File: src/rtl/garnet_ddr_axi_tester.sv
// AXI4 memory tester for one DDR channel: writes an address-derived pattern over a
// region in BURST_LEN-beat bursts, reads it back, and counts every bad beat or response.
module garnet_ddr_axi_tester #(
    parameter int          BURST_LEN = 16,
    parameter logic [5:0]  AXI_ID    = 6'd0
) (
    input  logic          clk,
    input  logic          resetn,
    input  logic          init_calib_complete,
    input  logic          start,
    input  logic [63:0]   base_addr,
    input  logic [15:0]   num_bursts,
    input  logic [63:0]   seed,
    output logic          busy,
    output logic          done,
    output logic          pass,
    output logic [31:0]   err_count,
    output logic [63:0]   first_err_addr,
    output logic [2:0]    dbg_state,
    output logic          M_AXI_awvalid,
    input  logic          M_AXI_awready,
    output logic [63:0]   M_AXI_awaddr,
    output logic [7:0]    M_AXI_awlen,
    output logic [5:0]    M_AXI_awid,
    output logic [1:0]    M_AXI_awburst,
    output logic [2:0]    M_AXI_awsize,
    output logic [3:0]    M_AXI_awcache,
    output logic          M_AXI_awlock,
    output logic [2:0]    M_AXI_awprot,
    output logic [3:0]    M_AXI_awqos,
    output logic [3:0]    M_AXI_awregion,
    output logic          M_AXI_wvalid,
    input  logic          M_AXI_wready,
    output logic [511:0]  M_AXI_wdata,
    output logic [63:0]   M_AXI_wstrb,
    output logic          M_AXI_wlast,
    input  logic          M_AXI_bvalid,
    output logic          M_AXI_bready,
    input  logic [5:0]    M_AXI_bid,
    input  logic [1:0]    M_AXI_bresp,
    output logic          M_AXI_arvalid,
    input  logic          M_AXI_arready,
    output logic [63:0]   M_AXI_araddr,
    output logic [7:0]    M_AXI_arlen,
    output logic [5:0]    M_AXI_arid,
    output logic [1:0]    M_AXI_arburst,
    output logic [2:0]    M_AXI_arsize,
    output logic [3:0]    M_AXI_arcache,
    output logic          M_AXI_arlock,
    output logic [2:0]    M_AXI_arprot,
    output logic [3:0]    M_AXI_arqos,
    output logic [3:0]    M_AXI_arregion,
    input  logic          M_AXI_rvalid,
    output logic          M_AXI_rready,
    input  logic [511:0]  M_AXI_rdata,
    input  logic [5:0]    M_AXI_rid,
    input  logic [1:0]    M_AXI_rresp,
    input  logic          M_AXI_rlast
);

    // Handshakes: a transfer happens on a rising clk edge where valid and ready are both 1;
    // a valid, once raised, holds its payload until that edge.

    typedef enum logic [2:0] {
        S_IDLE     = 3'd0,
        S_WAIT_CAL = 3'd1,
        S_WR       = 3'd2,
        S_WR_RESP  = 3'd3,
        S_RD       = 3'd4,
        S_FIN      = 3'd5
    } state_t;

    localparam logic [6:0]  LAST_BEAT   = 7'(BURST_LEN - 1);
    localparam logic [63:0] BURST_BYTES = 64'(BURST_LEN * 64);

    state_t         r_state;
    logic [63:0]    r_base, r_seed, r_burst_addr;
    logic [15:0]    r_num, r_burst_idx;
    logic [6:0]     r_beat;
    logic           r_aw_done, r_w_done;
    logic           r_busy, r_done, r_pass;
    logic [31:0]    r_err_count;
    logic [63:0]    r_first_err_addr;
    logic           r_awvalid, r_wvalid, r_wlast, r_bready, r_arvalid, r_rready;
    logic [63:0]    r_awaddr, r_araddr;
    logic [511:0]   r_wdata;

    logic [63:0]    w_beat_addr, w_next_addr, w_err_addr;
    logic [511:0]   w_exp_rdata;
    logic           w_b_err, w_r_err, w_err_hit, w_aw_fin, w_w_fin, w_last_burst;

    function automatic logic [511:0] f_pattern(input logic [63:0] a, input logic [63:0] s);
        logic [511:0] p;
        p = '0;
        for (int k = 0; k < 8; k++) p[k*64 +: 64] = (a + 64'(8 * k)) ^ s;
        return p;
    endfunction

    always_comb begin
        w_beat_addr  = r_burst_addr + {51'd0, r_beat, 6'd0};
        w_next_addr  = r_burst_addr + BURST_BYTES;
        w_exp_rdata  = f_pattern(w_beat_addr, r_seed);
        w_b_err      = (r_state == S_WR_RESP) && M_AXI_bvalid && r_bready &&
                       ((M_AXI_bresp != 2'b00) || (M_AXI_bid != AXI_ID));
        w_r_err      = (r_state == S_RD) && M_AXI_rvalid && r_rready &&
                       ((M_AXI_rdata != w_exp_rdata) || (M_AXI_rid != AXI_ID) ||
                        (M_AXI_rresp != 2'b00) || (M_AXI_rlast != (r_beat == LAST_BEAT)));
        w_err_hit    = w_b_err || w_r_err;
        w_err_addr   = w_b_err ? r_burst_addr : w_beat_addr;
        w_aw_fin     = r_aw_done || (r_awvalid && M_AXI_awready);
        w_w_fin      = r_w_done || (r_wvalid && M_AXI_wready && r_wlast);
        w_last_burst = (r_burst_idx + 16'd1 == r_num);
    end

    always_ff @(posedge clk or negedge resetn) begin
        if (!resetn) begin
            r_state          <= S_IDLE;
            r_base           <= '0;
            r_seed           <= '0;
            r_num            <= '0;
            r_burst_idx      <= '0;
            r_burst_addr     <= '0;
            r_beat           <= '0;
            r_aw_done        <= 1'b0;
            r_w_done         <= 1'b0;
            r_busy           <= 1'b0;
            r_done           <= 1'b0;
            r_pass           <= 1'b0;
            r_err_count      <= '0;
            r_first_err_addr <= '0;
            r_awvalid        <= 1'b0;
            r_awaddr         <= '0;
            r_wvalid         <= 1'b0;
            r_wdata          <= '0;
            r_wlast          <= 1'b0;
            r_bready         <= 1'b0;
            r_arvalid        <= 1'b0;
            r_araddr         <= '0;
            r_rready         <= 1'b0;
        end else begin
            case (r_state)
                S_IDLE: begin
                    if (start) begin
                        r_base  <= base_addr;
                        r_num   <= num_bursts;
                        r_seed  <= seed;
                        r_done  <= 1'b0;
                        r_pass  <= 1'b0;
                        r_busy  <= 1'b1;
                        r_state <= S_WAIT_CAL;
                    end
                end
                S_WAIT_CAL: begin
                    if (init_calib_complete) begin
                        r_burst_idx  <= '0;
                        r_burst_addr <= r_base;
                        if (r_num == 16'd0) begin
                            r_state <= S_FIN;
                        end else begin
                            r_state   <= S_WR;
                            r_awvalid <= 1'b1;
                            r_awaddr  <= r_base;
                            r_wvalid  <= 1'b1;
                            r_wdata   <= f_pattern(r_base, r_seed);
                            r_wlast   <= (LAST_BEAT == 7'd0);
                            r_beat    <= '0;
                            r_aw_done <= 1'b0;
                            r_w_done  <= 1'b0;
                        end
                    end
                end
                S_WR: begin
                    if (r_awvalid && M_AXI_awready) begin
                        r_awvalid <= 1'b0;
                        r_aw_done <= 1'b1;
                    end
                    if (r_wvalid && M_AXI_wready) begin
                        if (r_wlast) begin
                            r_wvalid <= 1'b0;
                            r_wlast  <= 1'b0;
                            r_w_done <= 1'b1;
                        end else begin
                            r_beat  <= r_beat + 7'd1;
                            r_wdata <= f_pattern(w_beat_addr + 64'd64, r_seed);
                            r_wlast <= (r_beat + 7'd1 == LAST_BEAT);
                        end
                    end
                    if (w_aw_fin && w_w_fin) begin
                        r_state  <= S_WR_RESP;
                        r_bready <= 1'b1;
                    end
                end
                S_WR_RESP: begin
                    if (M_AXI_bvalid && r_bready) begin
                        r_bready <= 1'b0;
                        if (w_last_burst) begin
                            r_state      <= S_RD;
                            r_burst_idx  <= '0;
                            r_burst_addr <= r_base;
                            r_arvalid    <= 1'b1;
                            r_araddr     <= r_base;
                        end else begin
                            r_state      <= S_WR;
                            r_burst_idx  <= r_burst_idx + 16'd1;
                            r_burst_addr <= w_next_addr;
                            r_awvalid    <= 1'b1;
                            r_awaddr     <= w_next_addr;
                            r_wvalid     <= 1'b1;
                            r_wdata      <= f_pattern(w_next_addr, r_seed);
                            r_wlast      <= (LAST_BEAT == 7'd0);
                            r_beat       <= '0;
                            r_aw_done    <= 1'b0;
                            r_w_done     <= 1'b0;
                        end
                    end
                end
                S_RD: begin
                    if (r_arvalid && M_AXI_arready) begin
                        r_arvalid <= 1'b0;
                        r_rready  <= 1'b1;
                        r_beat    <= '0;
                    end
                    // The beat counter, not rlast, closes the burst so a bad rlast cannot hang us.
                    if (r_rready && M_AXI_rvalid) begin
                        if (r_beat == LAST_BEAT) begin
                            r_rready <= 1'b0;
                            if (w_last_burst) begin
                                r_state <= S_FIN;
                            end else begin
                                r_burst_idx  <= r_burst_idx + 16'd1;
                                r_burst_addr <= w_next_addr;
                                r_arvalid    <= 1'b1;
                                r_araddr     <= w_next_addr;
                            end
                        end else begin
                            r_beat <= r_beat + 7'd1;
                        end
                    end
                end
                S_FIN: begin
                    r_busy  <= 1'b0;
                    r_done  <= 1'b1;
                    r_pass  <= (r_err_count == 32'd0);
                    r_state <= S_IDLE;
                end
                default: r_state <= S_IDLE;
            endcase

            if ((r_state == S_IDLE) && start) begin
                r_err_count      <= '0;
                r_first_err_addr <= '0;
            end else if (w_err_hit) begin
                if (r_err_count == 32'd0) r_first_err_addr <= w_err_addr;
                if (r_err_count != 32'hFFFF_FFFF) r_err_count <= r_err_count + 32'd1;
            end
        end
    end

    assign busy           = r_busy;
    assign done           = r_done;
    assign pass           = r_pass;
    assign err_count      = r_err_count;
    assign first_err_addr = r_first_err_addr;
    assign dbg_state      = r_state;

    assign M_AXI_awvalid  = r_awvalid;
    assign M_AXI_awaddr   = r_awaddr;
    assign M_AXI_awlen    = 8'(BURST_LEN - 1);
    assign M_AXI_awid     = AXI_ID;
    assign M_AXI_awburst  = 2'b01;
    assign M_AXI_awsize   = 3'd6;
    assign M_AXI_awcache  = 4'b0011;
    assign M_AXI_awlock   = 1'b0;
    assign M_AXI_awprot   = 3'd0;
    assign M_AXI_awqos    = 4'd0;
    assign M_AXI_awregion = 4'd0;
    assign M_AXI_wvalid   = r_wvalid;
    assign M_AXI_wdata    = r_wdata;
    assign M_AXI_wstrb    = '1;
    assign M_AXI_wlast    = r_wlast;
    assign M_AXI_bready   = r_bready;
    assign M_AXI_arvalid  = r_arvalid;
    assign M_AXI_araddr   = r_araddr;
    assign M_AXI_arlen    = 8'(BURST_LEN - 1);
    assign M_AXI_arid     = AXI_ID;
    assign M_AXI_arburst  = 2'b01;
    assign M_AXI_arsize   = 3'd6;
    assign M_AXI_arcache  = 4'b0011;
    assign M_AXI_arlock   = 1'b0;
    assign M_AXI_arprot   = 3'd0;
    assign M_AXI_arqos    = 4'd0;
    assign M_AXI_arregion = 4'd0;
    assign M_AXI_rready   = r_rready;

endmodule

File: config.mk
export PLATFORM = sky130hd
export DESIGN_NAME = garnet_ddr_axi_tester
export DESIGN_NICKNAME = d
export VERILOG_FILES = /design/src/rtl/garnet_ddr_axi_tester.sv
export SDC_FILE = /design/constraint.sdc
export NUM_CORES = 2
export LEC_CHECK = 0
export CAP_MARGIN = 20
export CORE_AREA = 2 2 601 603
export DETAILED_ROUTE_END_ITERATION = 12
export DIE_AREA = 0 0 603 605
export GPL_TIMING_DRIVEN = 0
export HOLD_SLACK_MARGIN = 0.05
export PLACE_DENSITY_LB_ADDON = 0.1
export SYNTH_ARGS = -nofsm -noshare
export SYNTH_HDL_FRONTEND = slang
export SYNTH_SLANG_ARGS = --single-unit
File: constraint.sdc
create_clock -name clk -period 7.5 [get_ports clk]
set_input_delay 1.5 -clock clk [delete_from_list [all_inputs] [get_ports clk]]
set_output_delay 1.5 -clock clk [all_outputs]
set_load 0.02 [all_outputs]
# Yosys cells after proc, flatten, opt, wreduce, memory -nomap -nowiden
# Index checks and enable logic that the tools add are counted.
word_totals:
  reg_bits: 981
  inputBits: 682
  out_inout_bits: 882
  elab_cells: 262
op_classes:
  n_addsub: 34
  eq_ne: 26
  n_mux: 94
  bitwise_logic: 32
  n_reduce_logical: 53
ops:
  columns: ["operator", "count"]
  rows:
  - ["512-bit two-way mux", 6]
  - ["64-bit bitwise XOR", 32]
  - ["512-bit one-hot mux with 3 select lines", 1]
  - ["64-bit by 6-bit adder with 64-bit output, second input constant", 16]
  - ["64-bit two-way mux", 15]
  - ["64-bit by 5-bit adder with 64-bit output, second input constant", 8]
  - ["512-bit != test", 1]
  - ["64-bit by 4-bit adder with 64-bit output, second input constant", 4]
  - ["64-bit one-hot mux with 2 select lines", 2]
  - ["64-bit one-hot mux with 3 select lines", 1]
  - ["16-bit two-way mux", 6]
  - ["32-bit two-way mux", 3]
  - ["64-bit by 11-bit adder with 64-bit output, second input constant", 1]
  - ["64-bit by 13-bit adder with 64-bit output", 1]
  - ["64-bit by 7-bit adder with 64-bit output, second input constant", 1]
  - ["7-bit two-way mux", 9]
  - ["16-bit one-hot mux with 3 select lines", 1]
  - ["32-bit by 1-bit adder with 32-bit output, second input constant", 1]
  - ["32-bit zero test", 1]
  - ["32-bit != test, second input constant", 1]
  - ["1-bit two-way mux", 29]
  - ["7-bit one-hot mux with 4 select lines", 1]
  - ["7-bit AND reduction", 4]
  - ["3-bit two-way mux", 9]
  - ["25 further kinds", 85]

# Longest topological paths before layout
logic_depth:
  depth_word: 11
  depth_mapped: 28
  depth_no_buf: 21

# Least setup slack after synthesis
# OpenSTA, ideal clock, no wires.
synth_path:
  path_kind: "register to register"
  start: "reg r_beat[0]"
  end: "reg r_first_err_addr[10], in the netlist first_err_addr[10]"
  setup_ns: 0.128
  arrival_ns: 6.202
  required_ns: 7.372
  setup_slack_ns: 1.170
  stages_incl_launch_ff: 24
  n_path_buf: 4
  period_less_slack_ns: 6.330
  path_cell_list: "dfrtp_1 > ha_1 > inv_1 > fa_1 > nand2b_1 > a21boi_1 > buf_2 > o21ai_1 > or3_1 > clkbuf_1 > a2111oi_2 > nand3_1 > or4_1 > a221oi_1 > nand4_1 > or4_1 > or4_1 > a2111o_1 > nor3_2 > and3_1 > buf_6 > buf_6 > nor2_4 > mux2_1"
synth_via:
  elab_chain_len: 11
  word_cells_on_any_way: 30
  cone_classes: "add/sub: 8; eq/ne: 3; mux: 4; bitwise: 8; reduce/logical: 7"
synth_lines:
  columns: ["element", "line_no", "source"]
  rows:
  - ["start: declaration", "79", "logic [6:0] r_beat;"]
  - ["start signal: assignment", "183", "r_beat <= r_beat + 7'd1;"]
  - ["start signal: assignment", "236", "r_beat <= r_beat + 7'd1;"]
  - ["64-bit by 13-bit adder with 64-bit output", "100", "w_beat_addr = r_burst_addr + {51'd0, r_beat, 6'd0};"]
  - ["64-bit by 4-bit adder with 64-bit output (tied with other cells)", "95", "for (int k = 0; k < 8; k++) p[k*64 +: 64] = (a + 64'(8 * k)) ^ s;"]
  - ["64-bit bitwise XOR", "95", null]
  - ["512-bit != test", "106", "((M_AXI_rdata != w_exp_rdata) || (M_AXI_rid != AXI_ID) ||"]
  - ["1-bit logical OR (2 in a row)", "106", null]
  - ["1-bit logical OR", "107", "(M_AXI_rresp != 2'b00) || (M_AXI_rlast != (r_beat == LAST_BEAT)));"]
  - ["1-bit logical AND", "105", "w_r_err = (r_state == S_RD) && M_AXI_rvalid && r_rready &&"]
  - ["1-bit logical OR", "108", "w_err_hit = w_b_err || w_r_err;"]
  - ["2-bit nonzero test (no line)", null, null]
  - ["2-bit AND reduction (no line)", null, null]
  - ["end signal: assignment", "253", "if (r_err_count == 32'd0) r_first_err_addr <= w_err_addr;"]
  - ["end: declaration", "83", "logic [63:0] r_first_err_addr;"]
# Several ways; a longest one is shown, not always the timed one. The select of a mux whose other input is x is not followed.
# A chain may end at the register's enable or synchronous reset.

# Final worst setup path
layout_path:
  start: "reg r_burst_addr[11]"
  end: "reg r_err_count[20], in the netlist err_count[20]"
layout_via:
  elab_chain_len: 11
  word_cells_on_any_way: 24
  cone_classes: "add/sub: 8; eq/ne: 1; bitwise: 8; reduce/logical: 7"
layout_lines:
  columns: ["element", "line_no", "source"]
  rows:
  - ["start: declaration", "77", "logic [63:0] r_base, r_seed, r_burst_addr;"]
  - ["start signal: assignment", "156", "r_burst_addr <= r_base;"]
  - ["start signal: assignment", "199", "r_burst_addr <= r_base;"]
  - ["start signal: assignment", "205", "r_burst_addr <= w_next_addr;"]
  - ["64-bit by 13-bit adder with 64-bit output (*)", "100", null]
  - ["64-bit by 4-bit adder with 64-bit output (tied with other cells)", "95", null]
  - ["64-bit bitwise XOR", "95", null]
  - ["512-bit != test (*)", "106", null]
  - ["1-bit logical OR (*) (2 in a row)", "106", null]
  - ["1-bit logical OR (*)", "107", null]
  - ["1-bit logical AND (*)", "105", null]
  - ["1-bit logical OR (*)", "108", null]
  - ["2-bit nonzero test (no line) (*)", null, null]
  - ["2-bit AND reduction (no line) (*)", null, null]
  - ["end signal: assignment", "254", "if (r_err_count != 32'hFFFF_FFFF) r_err_count <= r_err_count + 32'd1;"]
  - ["end: declaration", "82", "logic [31:0] r_err_count;"]
# Every way passes the cells marked *; elsewhere a longest branch is shown, timed or not.

==> results.yml <==
min_path:
  min_from: "M_AXI_wdata[12]"
  hp-class: "flip-flop to flip-flop"
setup_path:
  critPathKind: "flip-flop to flip-flop"
  crit_start: "r_burst_addr[11]"
  cp-start-kind: "flip-flop"
  cp_max_fo: 10
  worst_path_most_repeated_cell: "buf_12"
  cp-end-kind: "flip-flop"
  max_stage_delay_ps: 720
  cp_data_arrival_time_ps: 8430
  cpLargestDelayFamily: "simple AND/OR/NAND/NOR gates"
  path_cells: "ha_1 > clkbuf_4 > o211a_1 > a21boi_4 > buf_8 > o211a_1 > a21oi_1 > nor2_1 > xnor2_2 > buf_16 > xnor2_1 > xnor2_1 > a31oi_1 > nand4b_1 > nor4_2 > nand4_1 > nor3_2 > and3_4 > buf_12 > buf_12 > buf_12 > buf_8 > o21ai_1 > a21oi_1"
  cp.required_ps: 8250
  cp_slowest_cell: "xnor2_1"
  path_buf_inv: 7
  reg2reg_from: "r_burst_addr[11]"
synth:
  synth_flop_cell: "dfrtp_1"
  synth_edf_count: 0
  yosysWarnings: 0
  yosysSeqAreaShare: 0.337
  synth-seq-cells: 955
  synth_area_um2: 70800
  syn_inst: 9148
  synth_top_cell_area_share: 0.337
  async_reset_ff_frac: 1.00
  synth_top_area_cell: "dfrtp_1"
  synth_cell_types: 103
  synthTopCellsByArea: "dfrtp_1 (34%), xnor2_1 (11%), nand2_1 (9.6%)"
  avgSynthCellArea_um2: 7.74
clocking:
  path_clk_slew_ps: 60
  cts.sinks: 955
  ctsHoldBuffers: 0
  worst_skew_pair.late_latency_ps: 870
  cts_root_buf: "clkbuf_16"
  cts_buffers: 136
  cts_max_level: 4
  clockBufferDepth: 4
  cts_tree: "yes"
drt:
  routed_wl_um: 737000
  routedWlPerCell_um: 45.3
  vias: 88000
  ant_nets: 0
  drt-initial-drc-count: 10500
  drt-pass1-iter-count: 7
  viasPerCell: 5.42
  drc: 0
pwr:
  switching_share: 0.586
  combPwrFrac: 0.695
  p_sw_w: 0.0344
  power_frac_clock: 0.117
  internal_power_w: 0.0243
  peakVddDrop_mv: 0.299
  leakagePower_nw: 40.7
  cellPowerDensity_nw_per_um2: 549
  seqPwrFrac: 0.188
timing:
  tightest_slew_ps: 1390
  fmax_mhz: 130
  finalMaxSlewViolations: 0
  max_slew_margin: 0.0671
  tns_ps: -11450
  setup_viol: 110
  fin_ws_ps: -183
  fin_skew_ps: 78.3
  fin_crit_ps: 7680
  finalCritPeriodShare: 1.02
  finalHoldViolations: 0
grt:
  grt_pass1_vias: 83200
  grt_pass1_wl_um: 920000
  antenna_found_initial: 120
  gr-usage-all-layers: 0.388
  grt_max_degree: 157
  overflow: 0
status:
  failed_checks: "negative setup slack"
  outcome: "complete, but fails checks"
layout:
  drive_gt1_frac: 0.157
  area_delta_synth_final_pct: 51.1
  nFillCells: 38800
  fin_nets: 12000
  fin_util: 0.299
  fin_cells: 16300
floorplanning:
  fp.dieW_um: 603
  die_y_um: 605
  start_util: 0.198
  num_rows: 220
  dieArea_um2: 365000
  io_pins: 1564
  core_region_area_um2: 358000
placement:
  io_buffers: 1426
  dp_hpwl_um: 631000
  pre_cts_slack_ps: -4310
  place_inst: 15700
  routabilityCongestion: 1.07
run:
  maxCapViolCount: 0
## cell usage after synthesis (79+ instances only)
cell type,instances
nor4_1,162
and3_1,79
nand4_1,191
clkbuf_1,471
dfrtp_1,955
xor2_1,443
nand3_1,279
a21oi_1,362
buf_4,165
o31ai_1,79
nor3_1,276
nor2_1,755
xnor2_1,859
nand2_1,1814
inv_1,82
o21ai_0,888
## metal layers
layer,vias to the layer above,global-route usage,part of all wire
li1,36100,-,-
met1,45000,0.467,0.39
met2,5403,0.617,0.45
met3,1438,0.0784,0.076
met4,48,0.276,0.089
met5,-,0,0.00041
## worst paths after layout
kind                       slack, ps               to  cells past startpoint
setup reg to reg                -180    err_count[20]                     24
min in group asynchronous        660  M_AXI_wdata[10]                      2
hold / removal                   470  M_AXI_wdata[12]                      2
hold reg to reg                  470  M_AXI_wdata[12]                      2
max in group asynchronous       4580       r_seed[31]                      4
setup / recovery                -180    err_count[20]                     24
## placed cells by master, fill, tap and decap left out, drive strengths merged, types with 38 or more instances in the layout
cell type         n
nand2          1814
clkdlybuf4s50  1425
dfrtp           955
o21ai           913
xnor2           859
buf             766
nor2            757
clkbuf          638
xor2            443
a21oi           362
nor3            281
nand3           279
nand4           193
nor4            169
conb            134
inv              86
o31ai            79
and3             79
or4              77
or3              75
a31oi            70
mux2i            66
and2             64
o41ai            54
a211oi           54
o22ai            53
nand2b           50
diode            47
o211ai           38
## flip-flops by register name (all words and copies together), names as in the netlist, 16 cells and up
signal / flops
r_burst_idx: 16
M_AXI_wdata: 486
err_count: 32
M_AXI_awaddr: 64
M_AXI_araddr: 64
r_seed: 64
r_base: 64
r_num: 16
first_err_addr: 64
r_burst_addr: 64
## power groups by stage
stage | combinational [W] | sequential (W) | clock [W]
finish | 0.0408 | 0.0111 | 0.00685
global route | 0.0414 | 0.0111 | 0.00711
CTS | 0.0395 | 0.0109 | 0.00691
detailed placement | 0.0382 | 0.0109 | 0
global placement | 0.0358 | 0.0109 | 0
floorplan | 0.0147 | 0.0107 | 0
## kinds of logic (layout without fill, tap and decap cells)
group | count (synthesis) | after routing | share of synthesized area
mux | 91 | 91 | 0.0135
compound gates | 1942 | 1942 | 0.165
fa+ha+maj | 32 | 32 | 0.00576
buf+inv | 802 | 2955 | 0.0526
other cells | 2 | 181 | 0.000106
simple gates | 4007 | 4008 | 0.260
flops | 955 | 955 | 0.337
xor+xnor | 1317 | 1317 | 0.166
## repair_timing
action	in CTS	in global routing
gates cloned	0	8
setup buffers	190	59
gates resized for setup	781	189
endpoints found under the setup margin	579	556
pin swaps	137	53
## per-stage QoR
stage	power (W)	cell area [um2]	hold WS [ps]
finish	0.0587	107000	473
global route	0.0595	107000	497
CTS	0.0574	106000	478
detailed placement	0.0491	96000	462
global placement	0.0468	91600	465
floorplan	0.0254	71300	465
## layout make-up
cell class | instances | area, um2 | area share
Multi-Input combinational cell | 7524 | 48500 | 0.453
Clock inverter | 39 | 539 | 0.00504
Buffer | 674 | 3720 | 0.0348
Tap cell | 4773 | 5970 | 0.0558
Antenna cell | 47 | 118 | 0.00110
Timing Repair Buffer | 1957 | 19900 | 0.186
Inverter | 85 | 342 | 0.00319
Clock buffer | 200 | 3990 | 0.0373
Sequential cell | 955 | 23900 | 0.224
## worst register-to-register path: stages (launching register included)
cell	delay, ps
dfrtp_2	480
ha_1	310
clkbuf_4	200
o211a_1	230
a21boi_4	240
buf_8	160
o211a_1	440
a21oi_1	200
nor2_1	690
xnor2_2	320
buf_16	250
xnor2_1	740
xnor2_1	170
a31oi_1	610
nand4b_1	430
nor4_2	410
nand4_1	290
nor3_2	290
and3_4	350
buf_12	160
buf_12	110
buf_12	130
buf_8	130
o21ai_1	80
a21oi_1	170
Power figures use the tool's default switching activity.
